## config.mk

```make
export PLATFORM = sky130hd
export DESIGN_NAME = lane_pack_fifo_flat
export DESIGN_NICKNAME = d
export VERILOG_FILES = /design/src/rtl/lane_pack_fifo_pkg.sv /design/src/rtl/lane_pack_fifo_if.sv /design/src/rtl/lane_pack_fifo_word_fifo.sv /design/src/rtl/lane_pack_fifo.sv /design/src/flat_wrapper.sv
export SDC_FILE = /design/constraint.sdc
export NUM_CORES = 1
export LEC_CHECK = 0
export ABC_CLOCK_PERIOD_IN_PS = 3400
export CORE_MARGIN = 2
export CORE_UTILIZATION = 55
export CTS_CLUSTER_DIAMETER = 100
export DETAILED_ROUTE_END_ITERATION = 8
export GPL_ROUTABILITY_DRIVEN = 0
export PLACE_DENSITY = 0.8
export SLEW_MARGIN = 10
export SYNTH_ARGS = -nofsm -noshare
export SYNTH_HDL_FRONTEND = slang
export SYNTH_SLANG_ARGS = --single-unit
```

## constraint.sdc

```tcl
create_clock -name clk -period 3.4 [get_ports clk]
set_input_delay 0.85 -clock clk [delete_from_list [all_inputs] [get_ports clk]]
set_output_delay 0.85 -clock clk [all_outputs]
set_load 0.01 [all_outputs]
```

## src/rtl/lane_pack_fifo_pkg.sv

```systemverilog
// Shared definitions for the lane packer: fill-order enum and the beat-to-lane mapping.
package lane_pack_pkg;

   typedef enum logic {
      FILL_LSB = 1'b0,
      FILL_MSB = 1'b1
   } fill_e;

   function automatic int lane_sel(input int beat, input int lanes, input bit msb_first);
      return msb_first ? (lanes - 1 - beat) : beat;
   endfunction

endpackage

```

## src/rtl/lane_pack_fifo_if.sv

```systemverilog
// Beat input and packed-word output handshakes of the lane packer, with word count.
interface lane_pack_fifo_if #(
   parameter int LANE_W = 4,
   parameter int LANES  = 3,
   parameter int DEPTH  = 4
);
   localparam int CW = $clog2(DEPTH + 1);

   logic                     in_valid;
   logic                     in_ready;
   logic [LANE_W-1:0]        in_data;
   logic                     in_last;
   logic                     out_valid;
   logic                     out_ready;
   logic [LANES*LANE_W-1:0]  out_data;
   logic [LANES-1:0]         out_mask;
   logic [CW-1:0]            count;

   modport master (
      output in_valid, in_data, in_last, out_ready,
      input  in_ready, out_valid, out_data, out_mask, count
   );

   modport slave (
      input  in_valid, in_data, in_last, out_ready,
      output in_ready, out_valid, out_data, out_mask, count
   );
endinterface

```

## src/rtl/lane_pack_fifo_word_fifo.sv

```systemverilog
// Word storage for the lane packer: data/mask arrays, wrapping pointers and occupancy count.
module lane_word_fifo
   import lane_pack_pkg::*;
#(
   parameter int LANE_W = 4,
   parameter int LANES  = 3,
   parameter int DEPTH  = 4
) (
   input  logic                          clk,
   input  logic                          rst_n,
   input  logic                          push_i,
   input  logic [LANES-1:0][LANE_W-1:0]  push_data_i,
   input  logic [LANES-1:0]              push_mask_i,
   input  logic                          pop_i,
   output logic [LANES-1:0][LANE_W-1:0]  rd_data_o,
   output logic [LANES-1:0]              rd_mask_o,
   output logic [$clog2(DEPTH+1)-1:0]    count_o
);
   localparam int PW = (DEPTH > 1) ? $clog2(DEPTH) : 1;
   localparam int CW = $clog2(DEPTH + 1);
   localparam logic [PW-1:0] LAST_PTR = PW'(DEPTH - 1);

   typedef logic [LANES-1:0][LANE_W-1:0] word_t;

   word_t            mem      [DEPTH];
   logic [LANES-1:0] mask_mem [DEPTH];

   logic [PW-1:0] wptr_q, wptr_d, rptr_q, rptr_d;
   logic [CW-1:0] count_q, count_d;
   logic          pop;

   // A pop request against an empty store is simply dropped.
   assign pop = pop_i && (count_q != '0);

   always_comb begin
      wptr_d  = wptr_q;
      rptr_d  = rptr_q;
      count_d = count_q;
      if (push_i) wptr_d = (wptr_q == LAST_PTR) ? '0 : wptr_q + 1'b1;
      if (pop)    rptr_d = (rptr_q == LAST_PTR) ? '0 : rptr_q + 1'b1;
      case ({push_i, pop})
         2'b10:   count_d = count_q + 1'b1;
         2'b01:   count_d = count_q - 1'b1;
         default: count_d = count_q;
      endcase
   end

   always_ff @(posedge clk or negedge rst_n) begin
      if (!rst_n) begin
         wptr_q  <= '0;
         rptr_q  <= '0;
         count_q <= '0;
         for (int i = 0; i < DEPTH; i++) begin
            mem[i]      <= '0;
            mask_mem[i] <= '0;
         end
      end else begin
         wptr_q  <= wptr_d;
         rptr_q  <= rptr_d;
         count_q <= count_d;
         if (push_i) begin
            mem[wptr_q]      <= push_data_i;
            mask_mem[wptr_q] <= push_mask_i;
         end
      end
   end

   assign rd_data_o = mem[rptr_q];
   assign rd_mask_o = mask_mem[rptr_q];
   assign count_o   = count_q;

endmodule

```

## src/rtl/lane_pack_fifo.sv

```systemverilog
// Packs narrow beats into LANES-wide words (configurable fill order, early close on in_last)
// and queues completed words in a first-word-fall-through store.
module lane_pack_fifo
   import lane_pack_pkg::*;
#(
   parameter int LANE_W    = 4,
   parameter int LANES     = 3,
   parameter int DEPTH     = 4,
   parameter bit MSB_FIRST = 1'b1
) (
   input  logic            clk,
   input  logic            rst_n,
   lane_pack_fifo_if.slave bus
);
   generate
      if (LANE_W < 1) begin : g_bad_lane_w
         $error("lane_pack_fifo: LANE_W must be >= 1");
      end
      if (LANES < 1) begin : g_bad_lanes
         $error("lane_pack_fifo: LANES must be >= 1");
      end
      if (DEPTH < 2) begin : g_bad_depth
         $error("lane_pack_fifo: DEPTH must be >= 2");
      end
   endgenerate

   localparam fill_e FILL = MSB_FIRST ? FILL_MSB : FILL_LSB;
   localparam int BW = (LANES > 1) ? $clog2(LANES) : 1;
   localparam int CW = $clog2(DEPTH + 1);
   localparam logic [BW-1:0] LAST_BEAT = BW'(LANES - 1);
   localparam logic [CW-1:0] FULL_CNT  = CW'(DEPTH);

   typedef logic [LANES-1:0][LANE_W-1:0] word_t;

   word_t            asm_q, asm_d, merged, rd_word;
   logic [LANES-1:0] amask_q, amask_d, lane_hit, merged_mask, rd_mask;
   logic [BW-1:0]    beat_q, beat_d;
   logic [CW-1:0]    count;
   logic             accept, commit;

   // One-hot lane select for the current beat, and the word as it would look with this beat merged in.
   for (genvar gi = 0; gi < LANES; gi++) begin : g_lane
      assign lane_hit[gi] = (lane_sel(int'(beat_q), LANES, FILL == FILL_MSB) == gi);
      assign merged[gi]   = lane_hit[gi] ? bus.in_data : asm_q[gi];
   end

   assign merged_mask = amask_q | lane_hit;
   assign accept      = bus.in_valid && bus.in_ready;
   assign commit      = accept && ((beat_q == LAST_BEAT) || bus.in_last);

   always_comb begin
      asm_d   = asm_q;
      amask_d = amask_q;
      beat_d  = beat_q;
      if (accept) begin
         if (commit) begin
            asm_d   = '0;
            amask_d = '0;
            beat_d  = '0;
         end else begin
            asm_d   = merged;
            amask_d = merged_mask;
            beat_d  = beat_q + 1'b1;
         end
      end
   end

   always_ff @(posedge clk or negedge rst_n) begin
      if (!rst_n) begin
         asm_q   <= '0;
         amask_q <= '0;
         beat_q  <= '0;
      end else begin
         asm_q   <= asm_d;
         amask_q <= amask_d;
         beat_q  <= beat_d;
      end
   end

   lane_word_fifo #(
      .LANE_W (LANE_W),
      .LANES  (LANES),
      .DEPTH  (DEPTH)
   ) u_word_fifo (
      .clk         (clk),
      .rst_n       (rst_n),
      .push_i      (commit),
      .push_data_i (merged),
      .push_mask_i (merged_mask),
      .pop_i       (bus.out_ready),
      .rd_data_o   (rd_word),
      .rd_mask_o   (rd_mask),
      .count_o     (count)
   );

   // Ready comes only from the registered count, so it holds during reset and never sees out_ready.
   assign bus.in_ready  = (count != FULL_CNT);
   assign bus.out_valid = (count != '0);
   assign bus.out_data  = rd_word;
   assign bus.out_mask  = rd_mask;
   assign bus.count     = count;

endmodule

```

## src/flat_wrapper.sv

```systemverilog
// flat-port wrapper written by rule: the top's interface ports become plain ports
module lane_pack_fifo_flat import lane_pack_pkg::*;
#(
   parameter int LANE_W    = 4,
   parameter int LANES     = 3,
   parameter int DEPTH     = 4,
   parameter bit MSB_FIRST = 1'b1
)
  (clk, rst_n, bus_in_valid, bus_in_data, bus_in_last, bus_out_ready, bus_in_ready, bus_out_valid, bus_out_data, bus_out_mask, bus_count);
  lane_pack_fifo_if #(.LANE_W(LANE_W), .LANES(LANES), .DEPTH(DEPTH)) bus_i ();
  input  logic clk;
  input  logic rst_n;
  input wire logic [$bits(bus_i.in_valid)-1:0] bus_in_valid;
  input wire logic [$bits(bus_i.in_data)-1:0] bus_in_data;
  input wire logic [$bits(bus_i.in_last)-1:0] bus_in_last;
  input wire logic [$bits(bus_i.out_ready)-1:0] bus_out_ready;
  output wire logic [$bits(bus_i.in_ready)-1:0] bus_in_ready;
  output wire logic [$bits(bus_i.out_valid)-1:0] bus_out_valid;
  output wire logic [$bits(bus_i.out_data)-1:0] bus_out_data;
  output wire logic [$bits(bus_i.out_mask)-1:0] bus_out_mask;
  output wire logic [$bits(bus_i.count)-1:0] bus_count;
  assign bus_i.in_valid = bus_in_valid;
  assign bus_i.in_data = bus_in_data;
  assign bus_i.in_last = bus_in_last;
  assign bus_i.out_ready = bus_out_ready;
  assign bus_in_ready = bus_i.in_ready;
  assign bus_out_valid = bus_i.out_valid;
  assign bus_out_data = bus_i.out_data;
  assign bus_out_mask = bus_i.out_mask;
  assign bus_count = bus_i.count;
  lane_pack_fifo #(.LANE_W(LANE_W), .LANES(LANES), .DEPTH(DEPTH), .MSB_FIRST(MSB_FIRST)) u_core (.clk(clk), .rst_n(rst_n), .bus(bus_i));
endmodule
```

-- After elaboration in Yosys (flattened, before gate mapping)
Cells that the tools add are included.
- register bits: 84
- input bits: 9
- output and inout bits: 20
- word-level logic and storage cells: 73
- add/sub/neg operators: 6
- magnitude comparators: 3
- equal/unequal tests: 8
- muxes and demuxes: 21
- bitwise gates (word level): 3
- reductions and logical operators: 8
- operators by type and width (operator ; count):
    bitwise mux 48 bit ; 1
    2-to-1 mux 12 bit ; 4
    == test 32 x 2 -> 1 bit, second input constant ; 1
    == test 32 x 3 -> 1 bit, second input constant ; 1
    logical NOT 32 bit ; 1
    binary-select mux 12 bit (select 2 bit) ; 1
    demux 12 bit (select 2 bit) ; 1
    bitwise mux 12 bit ; 1
    2-to-1 mux 3 bit ; 4
    2-to-1 mux 4 bit ; 3
    == test 2 bit, second input constant ; 4
    adder 2 x 1 -> 2 bit, second input constant ; 3
    binary-select mux 3 bit (select 2 bit) ; 1
    demux 3 bit (select 2 bit) ; 1
    greater-or-equal comparator 3 bit, second input constant ; 2
    2-to-1 mux 2 bit ; 3
    inverter 2 -> 3 bit ; 2
    one-hot mux 3 bit (2 select lines) ; 1
    logical AND 1 bit ; 4
    adder 3 x 1 -> 3 bit, second input constant ; 1
    < comparator 3 x 1 -> 1 bit, second input constant ; 1
    inequality test 3 bit, second input constant ; 1
    OR 3 bit ; 1
    nonzero test 3 bit ; 1
    other kinds (5) ; 5

-- Depth between registers and ports, before layout
Gate-level depths: netlist of run 1.
- depth in word-level cells: 6
- gate-level depth with buffers: 11
- depth with buffers taken out: 11

-- By module
A second synthesis of run 1 with hierarchy kept.
- cells, all modules: 251
- area, all modules: 4136.5 µm²
- by module, submodules not included (module ; times used ; cells an instance ; area an instance (µm²) ; sequential area each (µm²)):
    lane_word_fifo ; 1 ; 182 ; 3224.3 ; 1676.6
    lane_pack_fifo ; 1 ; 69 ; 912.1 ; 425.4

-- Worst setup path after synthesis of run 1
OpenSTA, ideal clock, no wires.
- path type: input-to-reg
- start: in bus_in_last
- end: reg u_core.u_word_fifo.count_q[2] (netlist: u_core.u_word_fifo.count_o[2])
- setup time: 0.079 ns
- arrival: 2.316 ns
- data required time: 3.321 ns
- setup slack: 1.005 ns
- stages on the path: 9
- buffers on the path: 0
- cells stage by stage: o21ai_2 > nor2_1 > inv_1 > ha_1 > inv_1 > fa_1 > xor2_1 > nor2_1 > xor2_1
- word-level cells in the longest chain between the ends: 4
- elaborated cells on any way between the ends: 6
- those cells by class: 2 x eq/ne; 1 x mux; 3 x reduce/logical
- RTL lines (what ; line ; RTL):
    start, declared ; flat_wrapper.sv:15 ; input wire logic [$bits(bus_i.in_last)-1:0] bus_in_last;
    logical OR 1 bit * ; lane_pack_fifo.sv:49 ; assign commit = accept && ((beat_q == LAST_BEAT) || bus.in_last);
    logical AND 1 bit * ; lane_pack_fifo.sv:49 ;
    == test 2 x 1 -> 1 bit / == test 2 bit (equally long branches) ; lane_pack_fifo_word_fifo.sv:41 ; case ({push_i, pop})
    one-hot mux 3 bit (2 select lines) / nonzero test 2 bit (equally long branches) ; -- ;
    end signal, assigned ; lane_pack_fifo_word_fifo.sv:60 ; count_q <= count_d;
    end, declared ; lane_pack_fifo_word_fifo.sv:29 ; logic [CW-1:0] count_q, count_d;
Every way passes the cells marked *; elsewhere a longest branch is shown, timed or not.
A chain may end at the register's enable or synchronous reset.

-- Worst setup path after layout of run 1
- start: reg u_core.u_word_fifo.rptr_q[1]
- end: out bus_out_data[4]
- word-level cells in the longest chain between the ends: 4
- RTL lines (what ; line ; RTL):
    start, declared ; lane_pack_fifo_word_fifo.sv:28 ; logic [PW-1:0] wptr_q, wptr_d, rptr_q, rptr_d;
    start signal, assigned ; lane_pack_fifo_word_fifo.sv:59 ; rptr_q <= rptr_d;
    inverter 2 -> 3 bit (implied by the code) ; lane_pack_fifo_word_fifo.sv:68 ; assign rd_data_o = mem[rptr_q];
    binary-select mux 12 bit (select 2 bit) ; lane_pack_fifo_word_fifo.sv:68 ;
    2-to-1 mux 12 bit (implied by the code) (2 in series) ; lane_pack_fifo_word_fifo.sv:68 ;
    end, declared ; flat_wrapper.sv:19 ; output wire logic [$bits(bus_i.out_data)-1:0] bus_out_data;
Every way passes these cells. The select of a mux whose other input is x is not followed.

==> impl_metrics.json, run 1 <==
{
  "numCtsBuffers": 9,
  "drtPass1Iterations": 4,
  "grt_pass1_vias": 2267,
  "fin_crit_ps": 3010,
  "vias": 2229,
  "fin_crit_sh_pct": 88.6,
  "row_count": 30,
  "diodes": 0,
  "cp.required_ps": 2550,
  "netlist_area_um2": 3950,
  "drt_iter0_drc": 111,
  "synthCells": 263,
  "hold_path.class": "reg -> reg",
  "path_max_fanout": 17,
  "numPortBuffers": 28,
  "dp_hpwl_mm": 4.58,
  "power.total_mw": 4.33,
  "powerDensity_nw_per_um2": 955,
  "crit_path_end_kind": "output pin",
  "ys.warnings.count": 0,
  "max_stage_delay_ps": 880,
  "path_cells": "mux4_2, clkdlybuf4s50_1",
  "die_y_um": 88.7,
  "min-delay-start": "u_core.asm_q[10]",
  "critical-path-slowest-cell": "dfrtp_1",
  "dieWidth_um": 88.7,
  "status": "completed",
  "yosys.area_share.simple_pct": 3.55,
  "crit_arrival_ps": 2160,
  "cts_tree": "done",
  "min_path_cells": 1,
  "ys_ff_latch": 84,
  "postCtsSetupRepairBufs": 0,
  "final.setup.tns_ps": 0,
  "relSlewSlack_pct": 30.7,
  "grt_pass1_wl_mm": 11.5,
  "ir_worst_vdd_uv": 499,
  "worst_r2r_endpoint": "u_core.u_word_fifo.count_o[2]",
  "synth_compound_area_share_pct": 4.09,
  "syn2layout_area_growth_pct": 14.8,
  "clock_latency_ps": 350,
  "ys_types": 28,
  "drv_slew": 0,
  "setup_viol": 0,
  "drc": 0,
  "final_common_cell": "dfrtp_1",
  "yosysSeqAreaShare_pct": 53.3,
  "synth_top_family_by_area": "multiplexers",
  "pin_count": 29,
  "syn-num-nets": 283,
  "final_util_pct": 66.0,
  "placed_cell_area_um2": 4310,
  "grt_usage_pct": 19.9,
  "tightest_slew_ps": 1040,
  "vias_per_cell": 5.61,
  "grt_max_degree": 85,
  "syn_avg_cell_area_um2": 15.0,
  "antenna_found_initial": 0,
  "cts.sinks": 84,
  "cp-start-kind": "flip-flop",
  "r2r_start": "u_core.beat_q[0]",
  "core_um2": 6870,
  "min_to": "u_core.asm_q[10]",
  "hold_viol": 0,
  "max_freq_mhz": 332,
  "postCtsHoldBufs": 0,
  "clock_skew_ps": 5.03,
  "criticalPathCategory": "reg -> out",
  "clk_pin_slew_worst_paths_ps": 80,
  "synthAdderAreaFrac_pct": 3.68,
  "clock_path_buffers": 2,
  "maxCapViolCount": 0,
  "initial_core_util_pct": 57.4,
  "ctsHtreeMaxLevel": 3,
  "postRouteAntennaNets": 0,
  "n_fill_cell": 496,
  "die_area_um2": 7870,
  "grt_overflow": 0,
  "postCtsResizedCells": 0,
  "totalWireLength_mm": 7.06,
  "wl_per_cell_um": 17.8,
  "drive_above_1_share_pct": 40.9,
  "layout_common_cells": "dfrtp_1, mux2_2, clkdlybuf4s50_1, inv_1, mux4_2",
  "nNetsFinal": 317,
  "r2r_cells": 11,
  "rsz0062_at_grt": "no",
  "root_buffer": "clkbuf_8",
  "p_leak_nw": 2.04,
  "synth.area.mux_share_pct": 30.5,
  "rrSetupSlack_ps": 970,
  "final_area_um2": 4530,
  "synthXorXnorAreaFrac_pct": 0.666
}
==> sequential cells by signal (all words and copies together), names as in the netlist <==
| name | flops |
|---|---|
| u_core.beat_q | 2 |
| u_core.asm_q | 12 |
| u_core.u_word_fifo.mask_mem | 12 |
| u_core.u_word_fifo.rptr_q | 2 |
| u_core.amask_q | 3 |
| u_core.u_word_fifo.wptr_q | 2 |
| u_core.u_word_fifo.count_o | 3 |
| u_core.u_word_fifo.mem | 48 |
==> per-layer routing <==
| layer | global-route usage (%) | share of wire, % | vias up | wire (um) |
|---|---|---|---|---|
| met5 | 0 | 0 | - | 0 |
| met4 | 5.37 | 0.98 | 0 | 69 |
| met3 | 6.16 | 3.7 | 8 | 258 |
| met2 | 31.6 | 50 | 32 | 3500 |
| met1 | 26.9 | 46 | 1186 | 3240 |
| li1 | - | - | 1003 | - |
==> through the flow <==
stage | cells | hold WS [ps] | setup WS (ps)
floorplan | 263 | 452 | 1000
detailed placement | 382 | 470 | 351
CTS | 397 | 493 | 391
global placement | 382 | 467 | 446
global route | 397 | 500 | 301
finish | 397 | 487 | 388
==> how the worst max path moves through the flow <==
stage / from / end / slack, ps / depth (start not counted)
after floorplan: bus_in_last / u_core.u_word_fifo.count_o[2] / 1000 / 9
after global placement: bus_in_last / u_core.u_word_fifo.count_o[2] / 450 / 10
after detailed placement: bus_in_last / u_core.u_word_fifo.count_o[2] / 350 / 10
after CTS: u_core.u_word_fifo.rptr_q[1] / bus_out_data[9] / 390 / 2
after global routing: u_core.u_word_fifo.rptr_q[1] / bus_out_data[9] / 300 / 2
final: u_core.u_word_fifo.rptr_q[1] / bus_out_data[4] / 390 / 2
==> Yosys cell counts (all sizes together) <==
cell / count / area share [%]
nand3: 1 / 0.13
xor2: 2 / 0.44
a31oi: 3 / 0.48
mux2: 75 / 22
xnor2: 1 / 0.22
nor3b: 5 / 1.7
nor2: 7 / 0.67
mux2i: 1 / 0.25
buf: 10 / 2.0
nor4: 1 / 0.16
inv: 23 / 2.2
fa: 1 / 0.51
or2: 3 / 0.48
a21o: 2 / 0.38
clkbuf: 1 / 0.095
nand2: 2 / 0.19
or3: 1 / 0.19
dfrtp: 84 / 53
ha: 10 / 3.2
o21ai: 2 / 0.35
o2bb2ai: 13 / 2.9
mux4: 15 / 8.6
==> cell type report <==
cell class | instances | area (um2) | area share [%]
inverters | 23 | 86.3 | 1.91
repair buffers | 34 | 323 | 7.12
multi-input cells | 145 | 1680 | 37.0
clock buffers | 11 | 151 | 3.34
flip-flops and latches | 84 | 2100 | 46.4
well taps | 96 | 120 | 2.65
clock inverters | 4 | 72.6 | 1.60
==> worst max-delay path, delay by kind of cell (launching register included) <==
kind	cells	cell delay [ps]
buffers and inverters	1	500
DFF	1	880
muxes	1	430
==> power by group <==
group / total (mW) / switching (mW) / internal [mW]
Clock: 0.792 / 0.344 / 0.449
Sequential: 1.68 / 0.276 / 1.41
Combinational: 1.85 / 0.771 / 1.08
Total: 4.33 / 1.39 / 2.94
==> cell families after synthesis <==
kind of cell | after synthesis
AO/OA/AOI/OAI | 20
adder cells (fa/ha/maj) | 11
buffers and inverters | 34
AND/OR/NAND/NOR | 20
multiplexers | 91
XOR/XNOR | 3
flip-flops | 84
No activity file was read; power rests on OpenSTA's default activity.
==> inputs of run 2 (changes only) <==
- CORE_UTILIZATION: 55 -> 60
- PLACE_DENSITY: 0.8 -> 0.85
==> impl_metrics.json, run 2 (synthesized netlist as in run 1, its figures left out) <==
{
  "syn2layout_area_growth_pct": 13.0,
  "postCtsSetupRepairBufs": 0,
  "numPortBuffers": 28,
  "row_count": 29,
  "top_register": "u_core.u_word_fifo.mem",
  "min_path_cells": 2,
  "p_leak_nw": 2.02,
  "cts.sinks": 84,
  "power.total_mw": 4.22,
  "layout_common_cells": "dfrtp_1, mux2_2, clkdlybuf4s50_1, inv_1, mux4_2",
  "root_buffer": "clkbuf_8",
  "powerDensity_nw_per_um2": 947,
  "core_um2": 6350,
  "path_max_fanout": 17,
  "crit_arrival_ps": 2240,
  "clock_skew_ps": 10.4,
  "relSlewSlack_pct": 30.5,
  "drtPass1Iterations": 4,
  "hold_viol": 0,
  "grt_usage_pct": 23.1,
  "grt_overflow": 0,
  "min_to": "u_core.amask_q[1]",
  "rsz0062_at_grt": "no",
  "postCtsResizedCells": 0,
  "ir_worst_vdd_uv": 637,
  "r2r_start": "u_core.beat_q[0]",
  "rrSetupSlack_ps": 950,
  "numCtsBuffers": 9,
  "r2r_cells": 11,
  "postCtsHoldBufs": 0,
  "cts_tree": "done",
  "crit_path_end_kind": "output pin",
  "dieWidth_um": 85.1,
  "vias": 2218,
  "clock_path_buffers": 2,
  "clock_latency_ps": 360,
  "grt_pass1_wl_mm": 12.4,
  "grt_max_degree": 85,
  "antenna_found_initial": 0,
  "ctsHtreeMaxLevel": 3,
  "fin_crit_ps": 3090,
  "postRouteAntennaNets": 0,
  "final.setup.tns_ps": 0,
  "final_util_pct": 70.2,
  "tightest_slew_ps": 1040,
  "wl_per_cell_um": 19.5,
  "drc": 0,
  "totalWireLength_mm": 7.39,
  "die_area_um2": 7240,
  "final_common_cell": "dfrtp_1",
  "whs_ps": 489,
  "drv_slew": 0,
  "grt_pass1_vias": 2356,
  "min-delay-start": "u_core.amask_q[1]",
  "drt_iter0_drc": 109,
  "cp-start-kind": "flip-flop",
  "hold_path.class": "reg -> reg",
  "clk_pin_slew_worst_paths_ps": 80,
  "drive_above_1_share_pct": 40.2,
  "nNetsFinal": 316,
  "criticalPathCategory": "reg -> out",
  "status": "completed",
  "setup_viol": 0,
  "cp.required_ps": 2550,
  "fin_crit_sh_pct": 90.8,
  "worst_r2r_endpoint": "u_core.u_word_fifo.count_o[2]",
  "pin_count": 29,
  "largestRegisters": "u_core.u_word_fifo.mem: 48 flops, u_core.asm_q: 12 flops, u_core.u_word_fifo.mask_mem: 12 flops",
  "die_y_um": 85.1,
  "diodes": 0,
  "vias_per_cell": 5.87,
  "dp_hpwl_mm": 4.57,
  "max_freq_mhz": 324,
  "largest_reg_flops": 48,
  "maxCapViolCount": 0,
  "initial_core_util_pct": 62.1
}
==> run 2: worst max-delay path: stages (launching register included) <==
cell and delay, ps:
dfrtp_1 950, mux4_2 430, clkdlybuf4s50_1 490
==> run 2: cell type report <==
cell class / count / area, um2
Sequential cell: 84 / 2100
Fill cell: 425 / 1890
Multi-Input combinational cell: 145 / 1680
Timing Repair Buffer: 33 / 315
Clock buffer: 11 / 131
Tap cell: 77 / 96.3
Inverter: 23 / 86.3
Clock inverter: 5 / 52.6
==> run 2: metrics by stage <==
step                cells  setup slack (ps)  instance area (um2)
floorplan             263              1000                 3950
global placement      362               412                 4280
detailed placement    362               340                 4280
CTS                   378               309                 4460
global route          378               266                 4460
finish                378               313                 4460
==> run 2: how the worst max path moves through the flow <==
stage | cells past startpoint | endpoint | from
6_report | 2 | bus_out_data[11] | u_core.u_word_fifo.rptr_q[1]
3_5_place_dp | 10 | u_core.u_word_fifo.count_o[2] | bus_in_last
2_1_floorplan | 9 | u_core.u_word_fifo.count_o[2] | bus_in_last
5_1_grt | 2 | bus_out_data[11] | u_core.u_word_fifo.rptr_q[1]
4_1_cts | 2 | bus_out_data[11] | u_core.u_word_fifo.rptr_q[1]
3_3_place_gp | 10 | u_core.u_word_fifo.count_o[2] | bus_in_last
==> run 2: where the power goes <==
| group | internal, mW | switching, mW |
|---|---|---|
| Clock | 0.336 | 0.353 |
| Combinational | 1.07 | 0.774 |
| Sequential | 1.41 | 0.279 |
| Total | 2.82 | 1.41 |
==> run 2: per-layer routing <==
metal	vias to the layer above	GRT usage, %	part of all wire, %
met2	34	35.9	48
met1	1167	32.4	47
met4	0	8.23	1.6
met5	-	0	0
met3	9	5.45	3.0
li1	1008	-	-
